<file path="src/rtl/piso_serializer.sv">
// Parallel-in, serial-out transmitter: valid/ready load, MSB-first output with a bit strobe, frame_start and done.
// Define PISO_PARITY_EN to append an even-parity bit after the data bits.
module piso_serializer #(
    parameter int WIDTH = 8
) (
    input  logic             clk,
    input  logic             rst_n,
    input  logic             load_valid,
    output logic             load_ready,
    input  logic [WIDTH-1:0] din,
    input  logic             shift_en,
    output logic             sout,
    output logic             sout_valid,
    output logic             frame_start,
    output logic             done
);
`ifdef PISO_PARITY_EN
    localparam int FRAME_LEN = WIDTH + 1;
`else
    localparam int FRAME_LEN = WIDTH;
`endif
    localparam int CW = $clog2(FRAME_LEN + 1);

    typedef enum logic {IDLE, SHIFT} state_t;

    state_t           state_reg, state_next;
    logic [WIDTH-1:0] shreg_reg, shreg_next;
    logic [CW-1:0]    cnt_reg, cnt_next;
    logic             sout_reg, sout_next;
    logic             valid_reg, valid_next;
    logic             start_reg, start_next;
    logic             done_reg, done_next;
    logic             bit_out;
`ifdef PISO_PARITY_EN
    logic             parity_reg, parity_next;
`endif

    always_ff @(posedge clk or negedge rst_n) begin
        if (!rst_n) begin
            state_reg  <= IDLE;
            shreg_reg  <= '0;
            cnt_reg    <= '0;
            sout_reg   <= 1'b0;
            valid_reg  <= 1'b0;
            start_reg  <= 1'b0;
            done_reg   <= 1'b0;
`ifdef PISO_PARITY_EN
            parity_reg <= 1'b0;
`endif
        end else begin
            state_reg  <= state_next;
            shreg_reg  <= shreg_next;
            cnt_reg    <= cnt_next;
            sout_reg   <= sout_next;
            valid_reg  <= valid_next;
            start_reg  <= start_next;
            done_reg   <= done_next;
`ifdef PISO_PARITY_EN
            parity_reg <= parity_next;
`endif
        end
    end

    // Once all data bits have left, the shift register is empty and the parity bit goes out instead.
`ifdef PISO_PARITY_EN
    assign bit_out = (cnt_reg == CW'(WIDTH)) ? parity_reg : shreg_reg[WIDTH-1];
`else
    assign bit_out = shreg_reg[WIDTH-1];
`endif

    always_comb begin
        state_next  = state_reg;
        shreg_next  = shreg_reg;
        cnt_next    = cnt_reg;
        sout_next   = 1'b0;
        valid_next  = 1'b0;
        start_next  = 1'b0;
        done_next   = 1'b0;
`ifdef PISO_PARITY_EN
        parity_next = parity_reg;
`endif
        case (state_reg)
            IDLE: begin
                if (load_valid) begin
                    shreg_next  = din;
                    cnt_next    = '0;
                    state_next  = SHIFT;
`ifdef PISO_PARITY_EN
                    parity_next = ^din;
`endif
                end
            end
            SHIFT: begin
                if (shift_en) begin
                    sout_next  = bit_out;
                    valid_next = 1'b1;
                    shreg_next = {shreg_reg[WIDTH-2:0], 1'b0};
                    cnt_next   = cnt_reg + CW'(1);
                    start_next = (cnt_reg == '0);
                    done_next  = (cnt_reg == CW'(FRAME_LEN - 1));
                    if (cnt_reg == CW'(FRAME_LEN - 1)) begin
                        state_next = IDLE;
                    end
                end
            end
            default: state_next = IDLE;
        endcase
    end

    assign load_ready  = (state_reg == IDLE);
    assign sout        = sout_reg;
    assign sout_valid  = valid_reg;
    assign frame_start = start_reg;
    assign done        = done_reg;
endmodule

</file>
<file path="config.mk">
export PLATFORM = sky130hd
export DESIGN_NAME = piso_serializer
export DESIGN_NICKNAME = d
export VERILOG_FILES = /design/src/rtl/piso_serializer.sv
export SDC_FILE = /design/constraint.sdc
export NUM_CORES = 1
export LEC_CHECK = 0
export ABC_AREA = 1
export BUFFER_PORTS_ARGS = -buffer_cell sky130_fd_sc_hd__buf_2
export CORE_MARGIN = 5
export CORE_UTILIZATION = 55
export CTS_CLUSTER_SIZE = 16
export DETAILED_ROUTE_END_ITERATION = 6
export PLACE_DENSITY = 0.9
export SLEW_MARGIN = 10
export SYNTH_ARGS = -nofsm -noshare
export SYNTH_HDL_FRONTEND = slang
export SYNTH_SLANG_ARGS = --single-unit
</file>
<file path="constraint.sdc">
create_clock -name clk -period 1.61 [get_ports clk]
set_input_delay 0 -clock clk [delete_from_list [all_inputs] [get_ports clk]]
set_output_delay 0 -clock clk [all_outputs]
set_load 0.01 [all_outputs]
</file>
## Word level (Yosys, flattened, before mapping)

Cells that the tools add are included.
W data, S select, Z words.

| word-level totals | value |
|---|---|
| register bits after elaboration | 17 |
| input port bits | 12 |
| output and inout port bits | 5 |
| logic and storage cells | 32 |

| operators by class | value |
|---|---|
| $add $sub $neg | 1 |
| equal/unequal tests | 3 |
| mux-type cells | 18 |
| bitwise logic cells | 1 |
| reduce and logical (&&, ||, !) cells | 2 |

Operators by type and width:

| kind | number |
|---|---|
| $mux W8 | 2 |
| $pmux W8 S2 | 1 |
| $mux W1 | 11 |
| $mux W4 | 2 |
| $pmux W4 S2 | 1 |
| $add A4 B1 Y4 const B | 1 |
| $eq A4 B3 Y1 const B | 1 |
| $logic_not A4 Y1 | 1 |
| $ne A2 B2 Y1 const B | 2 |
| $pmux W1 S2 | 1 |
| $reduce_and A2 Y1 | 1 |
| $not A1 Y1 | 1 |

## Depth between registers and ports, before layout

Gate-level depths: netlist (run 1).

| logic depth | value |
|---|---|
| word-level depth | 4 |
| gate-level depth with buffers | 6 |
| depth with buffers taken out | 6 |

## Worst setup path before layout (run 1)

OpenSTA, ideal clock, no wires.

| timing | value |
|---|---|
| kind | reg2reg |
| start point | reg state_reg |
| end point | reg shreg_reg[1] |
| setup time | 0.116 ns |
| arrival | 0.872 ns |
| data required time | 1.494 ns |
| slack | 0.622 ns |
| cell stages (with the launch flop) | 7 |
| path buffers | 2 |
| period minus slack after synthesis | 0.988 ns |
| cell sequence | dfrtp_1 -> buf_6 -> nand2_4 -> nand2_4 -> buf_6 -> nand2_1 -> nand2_1 |

| on the way | value |
|---|---|
| longest elaborated chain between the ends | 3 |
| elaborated cells on any way between the ends | 5 |
| those cells by class | 2 x eq/ne; 1 x mux; 1 x bitwise; 1 x reduce/logical |

RTL lines:

| element | RTL line | source |
|---|---|---|
| start: declaration | 26 | `state_t state_reg, state_next;` |
| start signal: assignment | 51 | `state_reg <= state_next;` |
| $not A1 Y1 | - |  |
| $ne A2 B2 Y1 (no source line) | - |  |
| $reduce_and A2 Y1 (no source line) | - |  |
| end signal: assignment | 52 | `shreg_reg <= shreg_next;` |
| end: declaration | 27 | `logic [WIDTH-1:0] shreg_reg, shreg_next;` |

Parallel ways exist; a longest one is shown, timed or not.
A chain may end at the register's enable or synchronous reset.

## Worst setup path in the final report (run 1)

| timing | value |
|---|---|
| start point | reg state_reg |
| end point | reg shreg_reg[5] |

The elaborated chain is that of the path after synthesis.

==> impl_metrics.py, run 1 <==
metrics = {
    "power": {
        "leakagePower_nw": 0.550,
        "cellPowerDensity_nw_per_um2": 1320,
        "power_frac_clock": 0.173,
        "intPower_w": 0.000804,
        "switching_power_w": 0.000441,
        "irDropWorstVdd_mv": 0.758,
        "total_power_w": 0.00125,
        "power_frac_seq": 0.503,
        "combPwrFrac": 0.323,
        "switching_share": 0.354,
    },
    "clock_tree": {
        "clockBufferDepth": 2,
        "clkSlewWorstSetupHoldPaths_ps": 90,
        "cts_resized": 0,
        "clkLatencyLatePin_ps": 280,
        "htree_num_levels": 1,
        "holdBufCountCts": 4,
        "numCtsBuffers": 3,
        "cts_tree": "done",
        "post_cts_buffers": 0,
        "cts-root-buf": "clkbuf_4",
        "clkSinkCount": 17,
    },
    "min_path": {
        "min_path_type": "in -> reg",
        "hold_start": "din[6]",
    },
    "job": {
        "cap_violations": 0,
    },
    "worst_setup_path": {
        "worst_path_max_delay_cell": "dfrtp_1",
        "max_stage_delay_ps": 590,
        "critical_path_class": "reg -> reg",
        "worstPathRequired_ps": 1840,
        "cp-start-kind": "flop",
        "r2r-start": "state_reg",
        "crit_path_start": "state_reg",
        "cp.arrival_ps": 1580,
        "path_cells": "inv_2 > nand2_1 > nand2_4 > inv_1 > nand2_1 > nand2_1",
        "critPathMostFrequentCell": "nand2_1",
        "end_kind": "flop",
        "crit_path_max_fanout": 12,
    },
    "routing": {
        "dr.first_iter.drc_count": 25,
        "post-route-drc-count": 0,
        "antenna_left": 0,
        "vias": 662,
        "wl_per_cell_um": 10.7,
        "routed_wirelength_um": 1480,
        "firstDrtPassIters": 6,
        "viasPerCell": 4.80,
    },
    "sta": {
        "slew_headroom": 0.732,
        "rsz0062_at_grt": "false",
        "fin_setup_tns_ps": 0,
        "max_freq_mhz": 736,
        "final_max_slew_viol_count": 0,
        "setup-violations-final": 0,
        "clock_skew_ps": 3.80,
        "hold_viol_final": 0,
        "worstMarginPinSlew_ps": 401,
        "fin_hold_ws_ps": 11.7,
        "finalCritPeriodShare": 0.844,
        "min_period_ps": 1360,
    },
    "floorplanning": {
        "dieWidth_um": 48.2,
        "start_util": 0.602,
        "die_h_um": 48.2,
        "rows": 13,
        "die_area_um2": 2320,
        "core_um2": 1330,
        "boundaryPins": 17,
    },
    "yosys": {
        "syn_area_um2": 803,
        "yosysWarnings": 0,
        "syn_inst": 101,
        "synth-seq-cells": 17,
        "synth_fp_nets": 115,
        "ys_types": 13,
        "synth.avg_cell_area_um2": 7.95,
        "ys_seq_area_frac": 0.530,
    },
    "global_route": {
        "grt_usage": 0.164,
        "grt-ovfl-total": 0,
        "grt_pass1_wl_um": 2460,
        "antenna_found_initial": 0,
        "grt_max_degree": 18,
        "grt_pass1_vias": 586,
    },
    "finish": {
        "insertedDiodeCount": 0,
        "nets": 138,
        "largest_register_ffs": 8,
        "final_layout_size_suffix_gt1_frac": 0.203,
        "areaGrowthSynthToFinish_pct": 17.8,
    },
    "placement": {
        "gp_congestion": 0.801,
        "portBuffers": 16,
        "dp_hpwl_um": 1120,
    },
    "run_status": {
        "outcome": "finished, final reports clean",
    },
}
[logic make-up (layout without fill, tap and decap cells)]
group / count (synthesis) / in the layout / synth area share
buf+inv: 12 / 34 / 0.0779
compound gates: 4 / 4 / 0.0249
flops: 17 / 17 / 0.530
simple gates: 66 / 66 / 0.336
fa+ha+maj: 2 / 2 / 0.0311
[final timing paths]
kind	to	slack, ps	cells after the start
max	shreg_reg[5]	250	6
min	shreg_reg[6]	10	5
max reg2reg	shreg_reg[5]	250	6
min reg2reg	shreg_reg[1]	480	2
max in group asynchronous	shreg_reg[6]	1190	2
min in group asynchronous	sout	150	2
[through the flow]
stage               setup slack (ps)  instances  cell area (um2)  utilization
finish                           251        138              946        0.709
CTS                              260        138              946        0.709
global route                    91.4        138              946        0.709
floorplan                        622        101              803            -
global placement                 358        130              880        0.659
detailed placement               282        130              880        0.659
[power by group through the flow]
stage	clock, W	combinational [W]	sequential (W)
floorplan	0	0.000321	0.000614
global placement	0	0.000383	0.000626
detailed placement	0	0.000399	0.000634
CTS	0.000228	0.000407	0.000625
global route	0.000247	0.000471	0.000640
finish	0.000216	0.000402	0.000627
[synthesized netlist by cell type]
cell	count	area, um2
nand2_4	2	22.5
inv_2	1	3.75
inv_1	8	30.0
inv_4	1	6.26
nor2_1	7	26.3
buf_6	2	22.5
o21ai_1	4	20.0
nand2_2	1	6.26
dfrtp_1	17	425
nor2_2	1	6.26
nand2_1	53	199
ha_1	2	25.0
nand3_1	2	10.0
[final cells by class]
type                       instances  area (um2)
timing repair buffer              20         120
inverter                          10        40.0
tap                               15        18.8
clock buffer                       4        26.3
sequential                        17         425
multi-input combinational         72         315
fill                             103         388
[metal layers]
layer	up-vias	share of wire	global-route usage	routed length, um
met5	-	0	0	0
li1	344	-	-	-
met3	4	0.077	0.0554	114
met2	26	0.46	0.250	676
met1	288	0.44	0.193	644
met4	0	0.029	0.113	43
[cells in the final DEF, fill, tap and decap left out, drive strengths merged]
| master | synthesis | routed |
|---|---|---|
| nand2 | 56 | 56 |
| dfrtp | 17 | 17 |
| buf | 2 | 16 |
| inv | 10 | 10 |
| nor2 | 8 | 8 |
| o21ai | 4 | 4 |
| dlygate4sd3 | 0 | 4 |
| clkbuf | 0 | 4 |
| nand3 | 2 | 2 |
| ha | 2 | 2 |
[critical path: cells and delay by family, from the launching register on]
kind / cells / cell delay, ps
and+or+nand+nor: 4 / 370
buffers and inverters: 2 / 330
DFF: 1 / 590
(Power assumes the default switching activity.)
==> inputs of run 2 (changes only) <==
--- a/config.mk
+++ b/config.mk
@@ -8,10 +8,10 @@
 export ABC_AREA = 1
 export BUFFER_PORTS_ARGS = -buffer_cell sky130_fd_sc_hd__buf_2
 export CORE_MARGIN = 5
-export CORE_UTILIZATION = 55
+export CORE_UTILIZATION = 46
 export CTS_CLUSTER_SIZE = 16
 export DETAILED_ROUTE_END_ITERATION = 6
-export PLACE_DENSITY = 0.9
+export PLACE_DENSITY = 0.82
 export SLEW_MARGIN = 10
 export SYNTH_ARGS = -nofsm -noshare
 export SYNTH_HDL_FRONTEND = slang
==> constraint.sdc (replaced) <==
create_clock -name clk -period 1.2 [get_ports clk]
set_input_delay 0 -clock clk [delete_from_list [all_inputs] [get_ports clk]]
set_output_delay 0 -clock clk [all_outputs]
set_load 0.01 [all_outputs]
==> impl_metrics.py, run 2 (synthesized netlist as in run 1, its figures left out) <==
metrics = {
    "sta": {
        "finalCritPeriodShare": 0.894,
        "min_period_ps": 1070,
        "slew_headroom": 0.762,
        "worstMarginPinSlew_ps": 358,
        "final_max_slew_viol_count": 0,
        "setup-violations-final": 0,
        "clock_skew_ps": 2.14,
        "setup_ws_ps": 127,
        "max_freq_mhz": 932,
        "rsz0062_at_grt": "false",
        "hold_viol_final": 0,
        "fin_setup_tns_ps": 0,
    },
    "finish": {
        "final_common_cell": "nand2_1",
        "areaGrowthSynthToFinish_pct": 22.4,
        "largest_register_ffs": 8,
        "final_cell_mix": "nand2_1 (53), dfrtp_1 (17), buf_2 (16)",
        "nets": 142,
        "insertedDiodeCount": 0,
        "final_layout_size_suffix_gt1_frac": 0.213,
    },
    "placement": {
        "dpl_worst_slack_ps": 130,
        "portBuffers": 16,
        "gp_congestion": 0.770,
        "dp_hpwl_um": 1060,
    },
    "global_route": {
        "antenna_found_initial": 0,
        "grt-ovfl-total": 0,
        "grt_pass1_wl_um": 2370,
        "grt_max_degree": 18,
        "grt_usage": 0.121,
        "grt_pass1_vias": 561,
    },
    "floorplanning": {
        "core_um2": 1690,
        "rows": 15,
        "start_util": 0.476,
        "boundaryPins": 17,
        "dieWidth_um": 51.8,
        "die_h_um": 51.8,
        "die_area_um2": 2680,
    },
    "worst_setup_path": {
        "critical_path_class": "reg -> reg",
        "cp.arrival_ps": 1270,
        "crit_path_max_fanout": 12,
        "cp-start-kind": "flop",
        "worstPathRequired_ps": 1390,
        "end_kind": "flop",
    },
    "power": {
        "leakagePower_nw": 0.568,
        "irDropWorstVdd_mv": 0.803,
        "cellPowerDensity_nw_per_um2": 1740,
    },
    "routing": {
        "routed_wirelength_um": 1430,
        "viasPerCell": 4.46,
        "post-route-drc-count": 0,
        "dr.first_iter.drc_count": 14,
        "firstDrtPassIters": 4,
        "antenna_left": 0,
        "vias": 642,
        "wl_per_cell_um": 9.94,
    },
    "clock_tree": {
        "htree_num_levels": 1,
        "clkSlewWorstSetupHoldPaths_ps": 100,
        "cts-root-buf": "clkbuf_4",
        "clockBufferDepth": 2,
        "numCtsBuffers": 3,
        "post_cts_buffers": 0,
        "cts_resized": 0,
        "cts_tree": "done",
        "holdBufCountCts": 6,
        "clkLatencyLatePin_ps": 290,
        "clkSinkCount": 17,
    },
    "run_status": {
        "outcome": "finished, final reports clean",
    },
    "job": {
        "cap_violations": 0,
    },
    "min_path": {
        "min_path_type": "in -> reg",
    },
}
## run 2: through the flow
| stage | instances | power (W) | hold slack, ps | util | cell area, um2 |
|---|---|---|---|---|---|
| 2_1_floorplan | 101 | 0.00126 | -296 | - | 803 |
| 3_3_place_gp | 134 | 0.00137 | -67.9 | 0.531 | 897 |
| 3_5_place_dp | 134 | 0.00140 | -63.0 | 0.531 | 897 |
| 4_1_cts | 144 | 0.00172 | 2.70 | 0.582 | 983 |
| 5_1_grt | 144 | 0.00185 | 33.4 | 0.582 | 983 |
| 6_report | 144 | 0.00171 | 4.56 | 0.582 | 983 |
## run 2: power breakdown
part,leakage (nW),switching (W),internal [W]
Combinational,0.333,0.000345,0.000232
Sequential,0.221,0.0000853,0.000737
Clock,0.0150,0.000181,0.000129
Total,0.568,0.000611,0.00110
## run 2: critical path, stage by stage (launching register included)
cell and delay, ps:
dfrtp_1 430, inv_2 70, nand2_1 80, nand2_4 130, inv_1 130, nand2_1 80
nand2_1 50
## run 2: metal layers
metal | global-route usage | vias up | share of wire
met3 | 0.0172 | 5 | 0.027
met1 | 0.160 | 274 | 0.49
met5 | 0 | - | 0
li1 | - | 352 | -
met2 | 0.172 | 11 | 0.45
met4 | 0.105 | 0 | 0.038
## run 2: area by class of cell
cell class | instances | area (um2)
Fill cell | 146 | 706
Sequential cell | 17 | 425
Multi-Input combinational cell | 72 | 315
Timing Repair Buffer | 24 | 155
Inverter | 10 | 40.0
Clock buffer | 4 | 26.3
Tap cell | 17 | 21.3
## run 2: worst paths after layout
check,end,slack (ps),depth (start not counted),from
worst max register to register,shreg_reg[2],130,6,state_reg
worst min-delay path,shreg_reg[2],5,5,din[2]
min in group asynchronous,cnt_reg[1],140,2,rst_n
max in group asynchronous,state_reg,800,2,rst_n
worst max-delay path,shreg_reg[2],130,6,state_reg
worst min register to register,shreg_reg[1],480,2,shreg_reg[1]
==> inputs of run 3 (changes only) <==
--- a/config.mk
+++ b/config.mk
@@ -5,13 +5,13 @@
 export SDC_FILE = /design/constraint.sdc
 export NUM_CORES = 1
 export LEC_CHECK = 0
-export ABC_AREA = 1
+export ABC_AREA = 0
 export BUFFER_PORTS_ARGS = -buffer_cell sky130_fd_sc_hd__buf_2
 export CORE_MARGIN = 5
-export CORE_UTILIZATION = 46
+export CORE_UTILIZATION = 47
 export CTS_CLUSTER_SIZE = 16
 export DETAILED_ROUTE_END_ITERATION = 6
-export PLACE_DENSITY = 0.82
+export PLACE_DENSITY = 0.83
 export SLEW_MARGIN = 10
 export SYNTH_ARGS = -nofsm -noshare
 export SYNTH_HDL_FRONTEND = slang
==> impl_metrics.py, run 3 <==
metrics = {
    "run_status": {
        "outcome": "finished, final reports clean",
    },
    "finish": {
        "seq_area_um2": 425,
        "stdcell_count": 128,
        "final_layout_size_suffix_gt1_frac": 0.291,
        "nFillCells": 148,
        "nets": 118,
        "final_area_um2": 1060,
        "final_cell_mix": "dfrtp_1 (17), buf_2 (16), mux2i_1 (9)",
        "final_common_cell": "dfrtp_1",
        "areaGrowthSynthToFinish_pct": 24.4,
        "largest_register_ffs": 8,
        "insertedDiodeCount": 0,
        "multi_input_area_um2": 373,
    },
    "placement": {
        "dpl_worst_slack_ps": 113,
        "place_inst": 116,
        "gp_congestion": 0.758,
        "portBuffers": 16,
        "placed_cell_area_um2": 947,
        "dp_hpwl_um": 1170,
    },
    "sta": {
        "final_max_slew_viol_count": 0,
        "setup-violations-final": 0,
        "rsz0062_at_grt": "false",
        "slew_headroom": 0.752,
        "setup_ws_ps": 101,
        "hold_viol_final": 0,
        "worstMarginPinSlew_ps": 372,
        "max_freq_mhz": 910,
        "fin_setup_tns_ps": 0,
        "finalCritPeriodShare": 0.915,
        "min_period_ps": 1100,
        "clock_skew_ps": 1.05,
    },
    "clock_tree": {
        "clockBufferDepth": 2,
        "clkSinkCount": 17,
        "htree_num_levels": 1,
        "clkLatencyLatePin_ps": 290,
        "cts_resized": 0,
        "numCtsBuffers": 3,
        "clkSlewWorstSetupHoldPaths_ps": 100,
        "cts-root-buf": "clkbuf_4",
        "cts_tree": "done",
    },
    "yosys": {
        "ys_seq_area_frac": 0.501,
        "synth_edf_count": 0,
        "yosysMostFrequentCell": "dfrtp_1",
        "synth_area_leaders": "dfrtp_1 (50%), mux2i_1 (11%), and2b_2 (7.2%)",
        "netlist_top_cells_count": "dfrtp_1 (17), mux2i_1 (9), a211oi_1 (7), a21oi_1 (7), and2b_2 (7)",
        "async_flop_share": 1.00,
        "syn_area_um2": 850,
        "synth.avg_cell_area_um2": 11.2,
        "yosysWarnings": 0,
        "yosysTopAreaCell": "dfrtp_1",
        "ys.flop_type": "dfrtp_1",
        "synth-seq-cells": 17,
        "syn_inst": 76,
        "synth_fp_nets": 90,
        "ys_types": 20,
        "yosysTopAreaCellShare": 0.501,
    },
    "floorplanning": {
        "start_util": 0.492,
        "rows": 15,
        "die_area_um2": 2760,
        "dieWidth_um": 52.5,
        "boundaryPins": 17,
        "die_h_um": 52.5,
        "core_um2": 1730,
    },
    "routing": {
        "vias": 649,
        "viasPerCell": 5.07,
        "routed_wirelength_um": 1650,
        "firstDrtPassIters": 4,
        "wl_per_cell_um": 12.9,
        "post-route-drc-count": 0,
        "dr.first_iter.drc_count": 11,
        "antenna_left": 0,
    },
    "min_path": {
        "holdPathStages": 3,
        "min_path_type": "in -> reg",
    },
    "worst_setup_path": {
        "regToRegEndpoint": "cnt_reg[2]",
        "critical_path_class": "reg -> reg",
        "crit_path_start": "cnt_reg[0]",
        "worstPathRequired_ps": 1420,
        "reg2reg_depth": 4,
        "rrSetupSlack_ps": 100,
        "crit_path_max_fanout": 5,
        "r2r-start": "cnt_reg[0]",
        "cp-start-kind": "flop",
        "cp.arrival_ps": 1320,
        "critPathCapture": "cnt_reg[2]",
        "end_kind": "flop",
    },
    "power": {
        "irDropWorstVdd_mv": 0.839,
        "cellPowerDensity_nw_per_um2": 1650,
        "leakagePower_nw": 0.543,
        "total_power_w": 0.00175,
    },
    "job": {
        "cap_violations": 0,
    },
    "global_route": {
        "grt_pass1_vias": 622,
        "grt-ovfl-total": 0,
        "antenna_found_initial": 0,
        "grt_max_degree": 18,
        "grt_usage": 0.135,
        "grt_pass1_wl_um": 2670,
    },
}
==> run 3: routing by layer <==
metal	track usage	part of all wire	wire (um)	up-vias
li1	-	-	-	326
met1	0.163	0.44	727	306
met2	0.225	0.51	844	13
met3	0.0171	0.028	47	4
met4	0.0851	0.021	34	0
met5	0	0	0	-
==> run 3: final cells by class <==
class / instances / area share
flip-flops and latches: 17 / 0.402
multi-input cells: 51 / 0.353
repair buffers: 27 / 0.173
well taps: 25 / 0.0296
clock buffers: 3 / 0.0213
inverters: 4 / 0.0142
clock inverters: 1 / 0.00710
==> run 3: report_power, final <==
part           leakage, nW  internal (W)  switching, W
Clock               0.0139      0.000127      0.000195
Combinational        0.313      0.000276      0.000237
Sequential           0.215      0.000758      0.000157
Total                0.543       0.00116      0.000588
==> run 3: repair_timing <==
item                                    4_1_cts  5_1_grt
hold buffers                                  8        0
endpoints found under the setup margin        0        0
endpoints found under the hold margin        24        0
buffers inserted                              0        0
==> run 3: per-stage QoR <==
step	hold WS [ps]	utilization
finish	11.4	0.612
global route	13.4	0.612
CTS	8.77	0.612
detailed placement	-51.0	0.549
global placement	-61.6	0.549
floorplan	-296	-
==> run 3: cell families after synthesis <==
group | after synthesis | share of synthesized area
xor gates and xnor gates | 1 | 0.0103
adders and majority gates | 2 | 0.0295
buffers and inverters | 8 | 0.0604
and+or+nand+nor | 18 | 0.140
DFF | 17 | 0.501
AOI/OAI and AO/OA | 21 | 0.153
muxes | 9 | 0.106
==> run 3: how the worst min path moves through the flow <==
stage                  start           to  slack [ps]
global route        shift_en  frame_start          10
finish              shift_en  frame_start          10
global placement       rst_n   cnt_reg[0]         -60
CTS                 shift_en  frame_start           9
detailed placement     rst_n   cnt_reg[0]         -50
floorplan              rst_n   cnt_reg[0]        -300
==> run 3: worst max-delay path, cell delays in order, from the launching register on <==
cell      delay, ps
dfrtp_1         430
ha_1            250
a21boi_0        170
o21ai_0          90
o21ai_0          80
